## src/rtl/output_drain_scheduler.sv

```systemverilog
// output_drain_scheduler: buffers tagged convolution results in a small
// show-ahead FIFO, drains them over valid/ready, throttles the controller
// through a registered stall and pulses done when a layer's last result pops.
// Optional build macro OUTPUT_DRAIN_STATS_EN adds saturating pop and
// backpressure counters (stat_drained, stat_backpressure).
module output_drain_scheduler #(
  parameter int unsigned DATA_WIDTH   = 32,
  parameter int unsigned FIFO_DEPTH   = 8,
  parameter int unsigned STALL_MARGIN = 3
) (
  input  logic                              clk,
  input  logic                              arst_n_in,
  input  logic                              flush,
  input  logic                              in_valid,
  input  logic [DATA_WIDTH-1:0]             in_data,
  input  logic [31:0]                       in_x,
  input  logic [31:0]                       in_y,
  input  logic [31:0]                       in_ch,
  input  logic                              in_last,
  output logic                              stall,
  output logic                              out_valid,
  input  logic                              out_ready,
  output logic [DATA_WIDTH-1:0]             out_data,
  output logic [31:0]                       out_x,
  output logic [31:0]                       out_y,
  output logic [31:0]                       out_ch,
  output logic                              out_last,
  output logic [$clog2(FIFO_DEPTH):0]       level,
  output logic                              busy,
  output logic                              done,
  output logic                              overflow
`ifdef OUTPUT_DRAIN_STATS_EN
  ,
  output logic [31:0]                       stat_drained,
  output logic [31:0]                       stat_backpressure
`endif
);

  localparam int unsigned PTR_W    = $clog2(FIFO_DEPTH);
  localparam int unsigned LVL_W    = $clog2(FIFO_DEPTH) + 1;
  localparam int unsigned STALL_TH = FIFO_DEPTH - STALL_MARGIN;

  typedef struct packed {
    logic [DATA_WIDTH-1:0] data;
    logic [31:0]           x;
    logic [31:0]           y;
    logic [31:0]           ch;
    logic                  last;
  } entry_t;

  typedef enum logic [1:0] {
    S_IDLE = 2'd0,
    S_RUN  = 2'd1,
    S_TAIL = 2'd2
  } state_t;

  entry_t             mem [FIFO_DEPTH];
  entry_t             head;
  entry_t             wr_entry;
  logic [PTR_W-1:0]   wr_ptr;
  logic [PTR_W-1:0]   rd_ptr;
  logic [LVL_W-1:0]   level_next;
  state_t             state;
  state_t             state_next;
  logic               full;
  logic               pop;
  logic               push_ok;
  logic               drop;
  logic               last_pop;

  // Show-ahead view of the head entry
  assign head      = mem[rd_ptr];
  assign out_valid = (level != '0);
  assign out_data  = head.data;
  assign out_x     = head.x;
  assign out_y     = head.y;
  assign out_ch    = head.ch;
  assign out_last  = head.last;
  assign wr_entry  = '{data: in_data, x: in_x, y: in_y, ch: in_ch, last: in_last};

  // Push/pop qualification and next occupancy
  always_comb begin
    full       = (level == LVL_W'(FIFO_DEPTH));
    pop        = out_valid && out_ready;
    push_ok    = in_valid && (!full || pop);
    drop       = in_valid && full && !pop;
    last_pop   = pop && head.last;
    level_next = level;
    if (push_ok && !pop) begin
      level_next = level + LVL_W'(1);
    end else if (!push_ok && pop) begin
      level_next = level - LVL_W'(1);
    end
  end

  // Layer tracking: a new last write arms TAIL, the last pop retires it
  always_comb begin
    state_next = state;
    case (state)
      S_IDLE: begin
        if (push_ok) state_next = in_last ? S_TAIL : S_RUN;
      end
      S_RUN: begin
        if (push_ok && in_last)                  state_next = S_TAIL;
        else if (last_pop && level_next == '0)   state_next = S_IDLE;
      end
      S_TAIL: begin
        if (last_pop) begin
          if (level_next == '0)                  state_next = S_IDLE;
          else if (push_ok && in_last)           state_next = S_TAIL;
          else                                   state_next = S_RUN;
        end
      end
      default: state_next = S_IDLE;
    endcase
  end

  // Entry storage, cleared on reset and flush so the head reads zero
  always_ff @(posedge clk or negedge arst_n_in) begin
    if (!arst_n_in) begin
      for (int i = 0; i < int'(FIFO_DEPTH); i++) mem[i] <= '0;
    end else if (flush) begin
      for (int i = 0; i < int'(FIFO_DEPTH); i++) mem[i] <= '0;
    end else if (push_ok) begin
      mem[wr_ptr] <= wr_entry;
    end
  end

  // Pointers, occupancy, state and registered status outputs
  always_ff @(posedge clk or negedge arst_n_in) begin
    if (!arst_n_in) begin
      wr_ptr   <= '0;
      rd_ptr   <= '0;
      level    <= '0;
      state    <= S_IDLE;
      busy     <= 1'b0;
      stall    <= 1'b0;
      done     <= 1'b0;
      overflow <= 1'b0;
    end else if (flush) begin
      wr_ptr   <= '0;
      rd_ptr   <= '0;
      level    <= '0;
      state    <= S_IDLE;
      busy     <= 1'b0;
      stall    <= 1'b0;
      done     <= 1'b0;
      overflow <= 1'b0;
    end else begin
      if (push_ok) wr_ptr <= wr_ptr + PTR_W'(1);
      if (pop)     rd_ptr <= rd_ptr + PTR_W'(1);
      level    <= level_next;
      state    <= state_next;
      busy     <= (state_next != S_IDLE);
      stall    <= (level_next >= LVL_W'(STALL_TH));
      done     <= last_pop;
      overflow <= overflow | drop;
    end
  end

`ifdef OUTPUT_DRAIN_STATS_EN
  // Saturating pop and backpressure counters
  always_ff @(posedge clk or negedge arst_n_in) begin
    if (!arst_n_in) begin
      stat_drained      <= '0;
      stat_backpressure <= '0;
    end else if (flush) begin
      stat_drained      <= '0;
      stat_backpressure <= '0;
    end else begin
      if (pop && stat_drained != '1)
        stat_drained <= stat_drained + 32'd1;
      if (out_valid && !out_ready && stat_backpressure != '1)
        stat_backpressure <= stat_backpressure + 32'd1;
    end
  end
`endif

endmodule

```

## config.mk

```make
export PLATFORM = sky130hd
export DESIGN_NAME = output_drain_scheduler
export DESIGN_NICKNAME = d
export VERILOG_FILES = /design/src/rtl/output_drain_scheduler.sv
export SDC_FILE = /design/constraint.sdc
export NUM_CORES = 1
export LEC_CHECK = 0
export ABC_AREA = 0
export CAP_MARGIN = 20
export CORE_MARGIN = 4
export CORE_UTILIZATION = 48
export DETAILED_ROUTE_END_ITERATION = 8
export DONT_BUFFER_PORTS = 1
export GPL_TIMING_DRIVEN = 0
export SLEW_MARGIN = 20
export SYNTH_ARGS = -nofsm -noshare
export SYNTH_HDL_FRONTEND = slang
export SYNTH_SLANG_ARGS = --single-unit
```

## constraint.sdc

```tcl
create_clock -name clk -period 3.07 [get_ports clk]
set_clock_uncertainty 0.1 [all_clocks]
set_input_delay 0.1535 -clock clk [delete_from_list [all_inputs] [get_ports clk]]
set_output_delay 0.1535 -clock clk [all_outputs]
set_load 0.02 [all_outputs]
```

Word-level counts from Yosys, hierarchy flattened
Index checks and enable logic that the tools add are counted.
Widths: inputs -> output; s select.
{ "totals": {"register_bits": 1048, "out_inout_bits": 138, "elab_cells": 110} }
{ "op_classes": {"addsub": 4, "n_lt_le_gt_ge": 4, "eq_ne": 3, "mux": 28, "n_bitwise": 3, "reduce_logical": 20} }
{ "ops": {"columns": ["op", "n"], "rows": [
  ["$mux 1032", 2],
  ["$bwmux 1032", 1],
  ["$bmux 129 s3", 1],
  ["$demux 129 s3", 1],
  ["$mux 129", 3],
  ["$mux 2", 8],
  ["$mux 3", 4],
  ["$mux 4", 3],
  ["$logic_and 1x1->1", 10],
  ["$ge 4x4->1 const B", 2],
  ["$not 3->4", 2],
  ["$add 3x1->3 const B", 2],
  ["$pmux 2 s3", 1],
  ["$reduce_bool 2->1", 3],
  ["$add 4x1->4 const B", 1],
  ["$eq 4x4->1 const B", 1],
  ["$ge 4x3->1 const B", 1],
  ["$logic_not 4->1", 1],
  ["$lt 4x1->1 const B", 1],
  ["$mux 1", 4],
  ["$reduce_bool 4->1", 1],
  ["$sub 4x1->4 const B", 1],
  ["$logic_not 1->1", 3],
  ["$eq 2x1->1 const B", 1],
  ["other kinds (4)", 4]
]} }

Depth between registers and ports, before layout
Gate-level depths: netlist of the first run.
{ "logic_depth": {"depth_word": 15, "ltp_mapped": 10} }

Worst setup path before layout of the first run
OpenSTA, ideal clock, no wires.
{ "synth_path": {"path_type": "reg-to-reg", "startpoint": "reg level[0]", "endpoint": "reg busy", "arrival_time_ps": 2208, "required_ps": 2845, "slack_ps": 638, "stages_incl_launch_ff": 11, "path_cell_list": "dfrtp_1 > inv_1 > ha_1 > or3b_1 > buf_6 > a221oi_4 > nand2_2 > nand3_2 > a41oi_1 > a21oi_1 > o21bai_1"} }
{ "synth_via": {"elab_chain_cells": 15} }
{ "synth_lines": {"columns": ["element", "line", "text"], "rows": [
  ["start, declared", "28", "output logic [$clog2(FIFO_DEPTH):0] level,"],
  ["start signal, assigned", "152", "level <= level_next;"],
  ["$reduce_bool 4->1 *", "73", "assign out_valid = (level != '0);"],
  ["named net out_valid", "21", "output logic out_valid,"],
  ["$logic_and 1x1->1 *", "84", "pop = out_valid && out_ready;"],
  ["$logic_or 1x1->1", "85", "push_ok = in_valid && (!full || pop);"],
  ["$logic_and 1x1->1", "85", null],
  ["$logic_not 1->1", "91", "end else if (!push_ok && pop) begin"],
  ["$logic_and 1x1->1", "91", null],
  ["$mux 4", "91", null],
  ["$mux 4", "89", "if (push_ok && !pop) begin"],
  ["$logic_not 4->1", "105, 109", null],
  ["$logic_and 1x1->1", "105", "else if (last_pop && level_next == '0) state_next = S_IDLE;"],
  ["$mux 2", "105", null],
  ["$mux 2", "104", "if (push_ok && in_last) state_next = S_TAIL;"],
  ["$pmux 2 s3 *", "99", "case (state)"],
  ["$reduce_bool 2->1 *", "154", "busy <= (state_next != S_IDLE);"],
  ["$mux 1 *", "140", "end else if (flush) begin"],
  ["end signal, assigned", "154", null],
  ["end, declared", "29", "output logic busy,"]
]} }
The timed path passes the listed nets; every way through them passes the cells marked *.
A chain may end at the register's enable or synchronous reset.

Worst setup path in the final report of the first run
{ "layout_path": {"startpoint": "reg rd_ptr[1]", "endpoint": "out out_x[5]"} }
{ "layout_via": {"elab_chain_cells": 4} }
{ "layout_lines": {"columns": ["element", "line", "text"], "rows": [
  ["start, declared", "61", "logic [PTR_W-1:0] rd_ptr;"],
  ["start signal, assigned", "151", "if (pop) rd_ptr <= rd_ptr + PTR_W'(1);"],
  ["$not 3->4 (not written as such)", "72", "assign head = mem[rd_ptr];"],
  ["$bmux 129 s3", "72", null],
  ["$mux 129 (not written as such) (2 in series)", "72", null],
  ["end, declared", "24", "output logic [31:0] out_x,"]
]} }
Every way passes these cells. The select of a mux whose other input is x is not followed.

==> summary.txt, run 1 <==
Flow run
  • Max Cap Viol: 0

Die
  • Initial Utilization: slightly below 50%
  • Die ar.: roughly 110000 um2
  • Placement Rows: 118
  • Top Ports: approximately 270
  • Die Width: 331 um
  • Die height: between 300 and 400 um
  • Core area: between 100000 and 150000 um2

Critical path
  • Startpoint class of the critical path: flip-flop
  • R2R Path End: mem[627]$_DFFE_PN0P_
  • Crit-path max FO: 10
  • Worst EP required: 2.82 ns
  • Crit path DAT: about 2.8 ns
  • Kind of critical path: reg -> out
  • CP endpoint kind: output pin
  • Internal reg-to-reg setup slack: roughly 0.090 ns
  • CP max stage delay: about 0.40 ns
  • R2r startpoint: level[0]$_DFF_PN0_
  • Critical path cell sequence: buf_6, clkbuf_4, buf_2, mux4_2, mux2_2
  • Slowest cell on the critical path: buf_2
  • R2R depth: 9

Power
  • Comb power frac: about a fifth
  • Switching share of power: 29.6%
  • Clk pwr share: 40.1%
  • P_sw: roughly 11 mW
  • Worst VDD drop: approximately 0.43 mV
  • Total power: ~36 mW
  • Pleak: between 20 and 25 nW
  • Power per cell area: roughly 620 nW/um2
  • Seq pwr share: between 40% and 50%
  • Cell Int Power: roughly 25 mW

CTS
  • CTS Buf Count: 115
  • H-tree depth: 3
  • Reg clk slew, reported paths: 0.06 ns
  • Skew-Pair Late Insertion Delay: around 0.71 ns
  • CTS tree: yes
  • Total clock sinks: approximately 1000
  • Clock Tree Buf Depth: 3
  • Root buffer cell: clkbuf_16
  • Hold buffer count at cts: between 100 and 150

STA
  • Rel. slew slack: roughly 14%
  • RSZ-0062 raised after global routing: true
  • Final worst-path cycle share: 98.5%
  • Pins Over Slew Limit: 0
  • Hold slack final: -0.946 ns
  • Number of hold violations in the final report: ~320
  • Slack of the critical path: 0.0458 ns
  • Min Tclk post-route: around 3.0 ns
  • F_max: between 300 and 400 MHz
  • Setup TNS: 0 ns
  • Worst-Margin Slew: approximately 1.3 ns
  • Final Setup Violations: 0

Global route
  • First-pass GRT wire length: between 200000 and 300000 um
  • Tot GR Track Use: around 30%
  • Pin count of the biggest net entering global routing: about 1000
  • Initial antenna violation count: 18
  • Overflow after GRT: 0
  • Vias in the first global route: roughly 40000

Logic synthesis
  • Sequential area share after synthesis: a little over half
  • Simple-gate share of the synthesized area: between 10% and 20%
  • Syn avg cell area: just under 10 um2
  • XOR/XNOR Fraction of Synth Area: less than 1%
  • Synth Net Count: 5308
  • Yosys cell types: 49
  • Synth Flop Type: dfrtp_1
  • Combinational family with the most area after synthesis: simple AND/OR/NAND/NOR gates
  • Complex-gate fraction of the synthesized area: around a tenth
  • Syn Inst Count: slightly above 5000
  • EDFF count, synth: 0
  • Ys Warns: 0
  • Mapped cell area: approximately 50000 um2
  • Synth Area in Adders: less than 1%
  • Multiplexer share of the synthesized area: between 10% and 20%
  • Flop and latch count out of synthesis: 1048
  • Async S/R FF share, synth: 100%

Route
  • Vias: 39600
  • Final wirelength: between 150000 and 200000 um
  • DR DRC count: 0
  • Pre-Repair DR Iteration Count: 6
  • Vias per cell: 5.73
  • WL per Instance: roughly 24 um
  • DRT antenna net count: 0
  • 1st-iter DRT viols: between 3000 and 4000

Placed design
  • Pre-CTS setup slack: -0.598 ns
  • Port Buffer Count: 0
  • Placed cell count: between 6000 and 7000
  • HPWL after DPL: between 100000 and 150000 um
  • Routability cong.: between 0.8 and 0.9

Finish
  • Final core occ: 55.5%
  • Number of fill cells: ~9000
  • Layout cells sized above 1: 18.3%
  • Nets: 5563
  • Post-Layout Cell Count: 6913
  • Area growth syn-to-layout: 15.0%

Run status
  • Outcome: finished with violations
  • Failing checks: hold timing

Min path
  • HP Class: in -> async
==> flip-flops by register name (all words and copies together), names as in the netlist <==
signal	cells
stall	1
mem	1032
level	4
rd_ptr	3
done	1
state	2
wr_ptr	3
overflow	1
busy	1
==> metal layers <==
metal  GRT usage [%]  routed length (um)  vias to the layer above
met1            41.4               68000                    20000
li1                -                   -                    17800
met3            7.14               13900                      290
met2            47.9               77700                     1485
met4            10.9                5710                       10
met5               0                 165                        -
==> area by class of cell <==
class                           instances  area, um2  share of cell area, %
Antenna cell                           11       27.5                 0.0479
Buffer                                547       3210                   5.58
Clock buffer                          173       3430                   5.97
Clock inverter                         41        449                  0.782
Inverter                                3       11.3                 0.0196
Multi-Input combinational cell       3571      20900                   36.4
Sequential cell                      1048      26200                   45.6
Tap cell                             1380       1730                   3.00
Timing Repair Buffer                  139       1490                   2.60
==> per-stage QoR <==
step / area (um2) / hold WS (ns)
global placement: 51700 / -0.186
floorplan: 50000 / -0.242
detailed placement: 51700 / -0.183
finish: 57500 / -0.946
global route: 57400 / -0.968
CTS: 57200 / -0.924
==> cell families after synthesis <==
kind of cell	count (synthesis)
xor+xnor	6
compound gates	1051
simple gates	2123
buf+inv	551
fa+ha+maj	4
mux	387
flops	1048
==> worst max-delay path, delay by kind of cell (launching register included) <==
family,cells,cell delay [ns]
muxes,2,0.75
buffers and inverters,3,0.92
DFF,1,0.37
==> synthesized netlist by cell type, drive strengths merged (2+ instances only) <==
cell type / n / area [um2]
nand4: 2 / 12.5
nor2: 28 / 113
dfrtp: 1048 / 26200
nor3: 5 / 25.0
xnor2: 2 / 17.5
nor2b: 4 / 27.5
a22oi: 10 / 75.1
and4bb: 2 / 25.0
a21oi: 1029 / 5150
clkbuf: 181 / 679
a221oi: 2 / 35.0
nor4b: 2 / 30.0
nand3: 7 / 45.0
mux2: 129 / 1450
nor3b: 2 / 25.0
nand2: 2058 / 7730
buf: 367 / 2200
mux4: 258 / 5810
o21ai: 2 / 10.0
inv: 3 / 11.3
nand3b: 4 / 30.0
xor2: 4 / 35.0
nand4b: 2 / 17.5
ha: 4 / 50.1
==> cell usage in the layout (no fill, tap or decap), types with 118 or more instances in the layout <==
cell type	Yosys	layout
clkbuf_1	181	165
dfrtp_1	1048	1045
clkbuf_16	0	118
dlygate4sd3_1	0	132
buf_4	147	168
mux2_2	129	129
a21oi_1	1028	1028
buf_2	206	169
nand2_1	2057	2056
mux4_2	258	258
==> power groups by stage <==
stage / sequential [mW] / clock (mW) / combinational (mW)
3_3_place_gp: 14.7 / 0 / 6.20
6_report: 14.5 / 14.3 / 6.83
2_1_floorplan: 14.6 / 0 / 4.45
5_1_grt: 14.5 / 15.1 / 7.28
3_5_place_dp: 14.7 / 0 / 6.24
4_1_cts: 14.5 / 14.4 / 6.55
==> how the worst max path moves through the flow <==
stage / startpoint / end / cells past startpoint
after floorplan: level[0]$_DFF_PN0_ / busy$_DFF_PN0_ / 10
after detailed placement: level[0]$_DFF_PN0_ / mem[975]$_DFFE_PN0P_ / 9
after CTS: rd_ptr[0]$_DFFE_PN0P_ / out_y[2] / 4
final: rd_ptr[1]$_DFFE_PN0P_ / out_x[5] / 5
after global routing: level[0]$_DFF_PN0_ / mem[788]$_DFFE_PN0P_ / 10
after global placement: level[0]$_DFF_PN0_ / mem[977]$_DFFE_PN0P_ / 9
==> repair_timing <==
action,4_1_cts,5_1_grt
setup endpoints to repair,948,447
pin swaps,1,0
buffers inserted,1,0
gates resized for setup,101,50
hold endpoints to repair,2096,322
No activity file was read; power rests on OpenSTA's default activity.
==> run 2, diff against run 1 <==
--- a/config.mk
+++ b/config.mk
@@ -12,6 +12,8 @@
 export DETAILED_ROUTE_END_ITERATION = 8
 export DONT_BUFFER_PORTS = 1
 export GPL_TIMING_DRIVEN = 0
+export PLACE_DENSITY = 0.7
+export RECOVER_POWER = 25
 export SLEW_MARGIN = 20
 export SYNTH_ARGS = -nofsm -noshare
 export SYNTH_HDL_FRONTEND = slang
==> run 2 against run 1 <==
The run ends with hold timing, capacitance limit, slew limit left. Global-route usage down 0.73 points. Die area unchanged. Maximum frequency down 1.4%. Worst setup slack worse by 0.041 ns.
==> summary.txt, run 2 (synthesized netlist as in run 1, its figures left out) <==
Die
  • Placement Rows: approximately 120
  • Initial Utilization: between 40% and 50%
  • Core area: a little over 100000 um2
  • Die ar.: between 100000 and 150000 um2
  • Die height: between 300 and 400 um
  • Top Ports: 272
  • Die Width: between 300 and 400 um

STA
  • Hold slack final: -0.802 ns
  • Min Tclk post-route: just over 3 ns
  • Rel. slew slack: -37.4%
  • Number of hold violations in the final report: approximately 180
  • F_max: ~330 MHz
  • Setup TNS: 0 ns
  • Pins Over Slew Limit: 223
  • Worst-Margin Slew: a little over 2 ns
  • RSZ-0062 raised after global routing: true
  • Final worst-path cycle share: between 90% and 100%
  • Final Setup Violations: 0

Global route
  • Overflow after GRT: 0
  • First-pass GRT wire length: between 200000 and 250000 um
  • Initial antenna violation count: 13
  • Tot GR Track Use: between 20% and 30%
  • Vias in the first global route: about 41000
  • Pin count of the biggest net entering global routing: ~1000

Finish
  • Final core occ: between 50 and 60%
  • Most frequent cells in the layout: 2056 x nand2_1, 1045 x dfrtp_1, 1028 x a21oi_1
  • Largest register by flop count: mem
  • Largest regs: mem (1032), level (4)
  • Area growth syn-to-layout: 14.3%
  • Most common cell after layout, fill and taps aside: nand2_1
  • Layout cells sized above 1: 18.1%
  • Nets: 5560
  • Post-Layout Cell Count: about 7000
  • Max reg flops: 1032

Route
  • DR DRC count: 0
  • DRT antenna net count: 0
  • Vias per cell: about 5.9
  • Final wirelength: between 150000 and 200000 um
  • Vias: 40400
  • WL per Instance: between 20 and 25 um
  • 1st-iter DRT viols: around 4400
  • Pre-Repair DR Iteration Count: 6

Critical path
  • Buffers and inverters on the worst path: 3
  • Kind of critical path: reg -> out
  • CP max stage delay: approximately 0.40 ns
  • Crit-path leading delay family: buffers and inverters
  • CP endpoint kind: output pin
  • Startpoint class of the critical path: flip-flop
  • Worst EP required: 2.82 ns
  • Critical path cell sequence: buf_6, clkbuf_4, buf_2, mux4_2, mux2_2
  • Crit-path max FO: 10
  • Crit path DAT: ~2.8 ns
  • Slowest cell on the critical path: buf_2

CTS
  • Root buffer cell: clkbuf_16
  • Reg clk slew, reported paths: roughly 0.06 ns
  • H-tree depth: 3
  • Skew-Pair Late Insertion Delay: 0.69 ns
  • CTS tree: yes
  • Total clock sinks: about 1000
  • CTS Buf Count: 110
  • Clock Tree Buf Depth: 3

Power
  • Power per cell area: a little over 600 nW/um2
  • Worst VDD drop: between 0.4 and 0.5 mV
  • Total power: around 35 mW
  • Pleak: approximately 24 nW

Placed design
  • HPWL after DPL: around 110000 um
  • Port Buffer Count: 0
  • Placed cell count: about 6600
  • Routability cong.: ~0.85

Min path
  • HP Class: in -> async

Run status
  • Failing checks: hold timing, capacitance limit, slew limit
  • Outcome: finished with violations

Flow run
  • Max Cap Viol: 1
==> run 2: cell count changes in the layout (fill, tap and decap cells not counted), sizes merged <==
cell,delta
inv,-3
clkbuf,-14
clkinvlp,+1
buf,+4
==> run 2: final timing paths <==
check	from	endpoint	slack, ns	cells after the start
worst max-delay path	rd_ptr[1]$_DFFE_PN0P_	out_x[24]	0.004	5
worst min-delay path	arst_n_in	mem[724]$_DFFE_PN0P_	-0.80	1
worst max register to register	level[0]$_DFF_PN0_	mem[248]$_DFFE_PN0P_	0.07	10
worst min register to register	mem[586]$_DFFE_PN0P_	mem[586]$_DFFE_PN0P_	0.42	2
max in group asynchronous	arst_n_in	level[0]$_DFF_PN0_	0.43	5
min in group clk	flush	mem[796]$_DFFE_PN0P_	0.17	4
==> run 2: timing repair <==
| action | in CTS | in global routing |
|---|---|---|
| buffers inserted | 2 | 0 |
| gates resized for setup | 89 | 30 |
| endpoints found under the setup margin | 943 | 962 |
| hold buffers | 132 | 1 |
| pin swaps | 1 | 0 |
| endpoints found under the hold margin | 2095 | 183 |
==> run 2: final cells by class <==
type | instances | area (um2)
Buffer | 547 | 3130
Clock buffer | 161 | 3210
Timing Repair Buffer | 141 | 1510
Antenna cell | 11 | 27.5
Inverter | 3 | 11.3
Fill cell | 8983 | 46400
Tap cell | 1380 | 1730
Sequential cell | 1048 | 26200
Multi-Input combinational cell | 3571 | 20900
Clock inverter | 39 | 408
==> run 2: metrics by stage <==
step	cell area (um2)	setup slack, ns
finish	57100	0.00429
floorplan	50000	0.638
global route	57100	-0.00915
CTS	56900	0.00106
global placement	51700	-0.514
detailed placement	51700	-0.534
==> run 2: worst register-to-register path, stage by stage, from the launching register on <==
cell and delay (ns):
dfrtp_2 0.49, inv_1 0.12, ha_1 0.31, and4bb_2 0.39, nand2b_4 0.22, nor2_1 0.12
nand3_1 0.20, buf_2 0.36, buf_2 0.34, nand2_1 0.10, a21oi_1 0.15
==> run 2: report_power, final <==
group	internal, mW	switching (mW)	leakage [nW]
registers	14.2	0.299	14.5
clock network	7.87	5.73	1.78
logic	2.49	4.28	7.29
==> run 2: metal layers <==
metal	part of all wire, %	wire length [um]	GRT usage [%]	vias to the layer above
met5	0.026	43	0	-
met4	5.0	8100	13.8	6
met3	9.8	16100	8.18	435
met2	47	77000	46.7	1910
met1	38	61900	38.3	20300
li1	-	-	-	17700
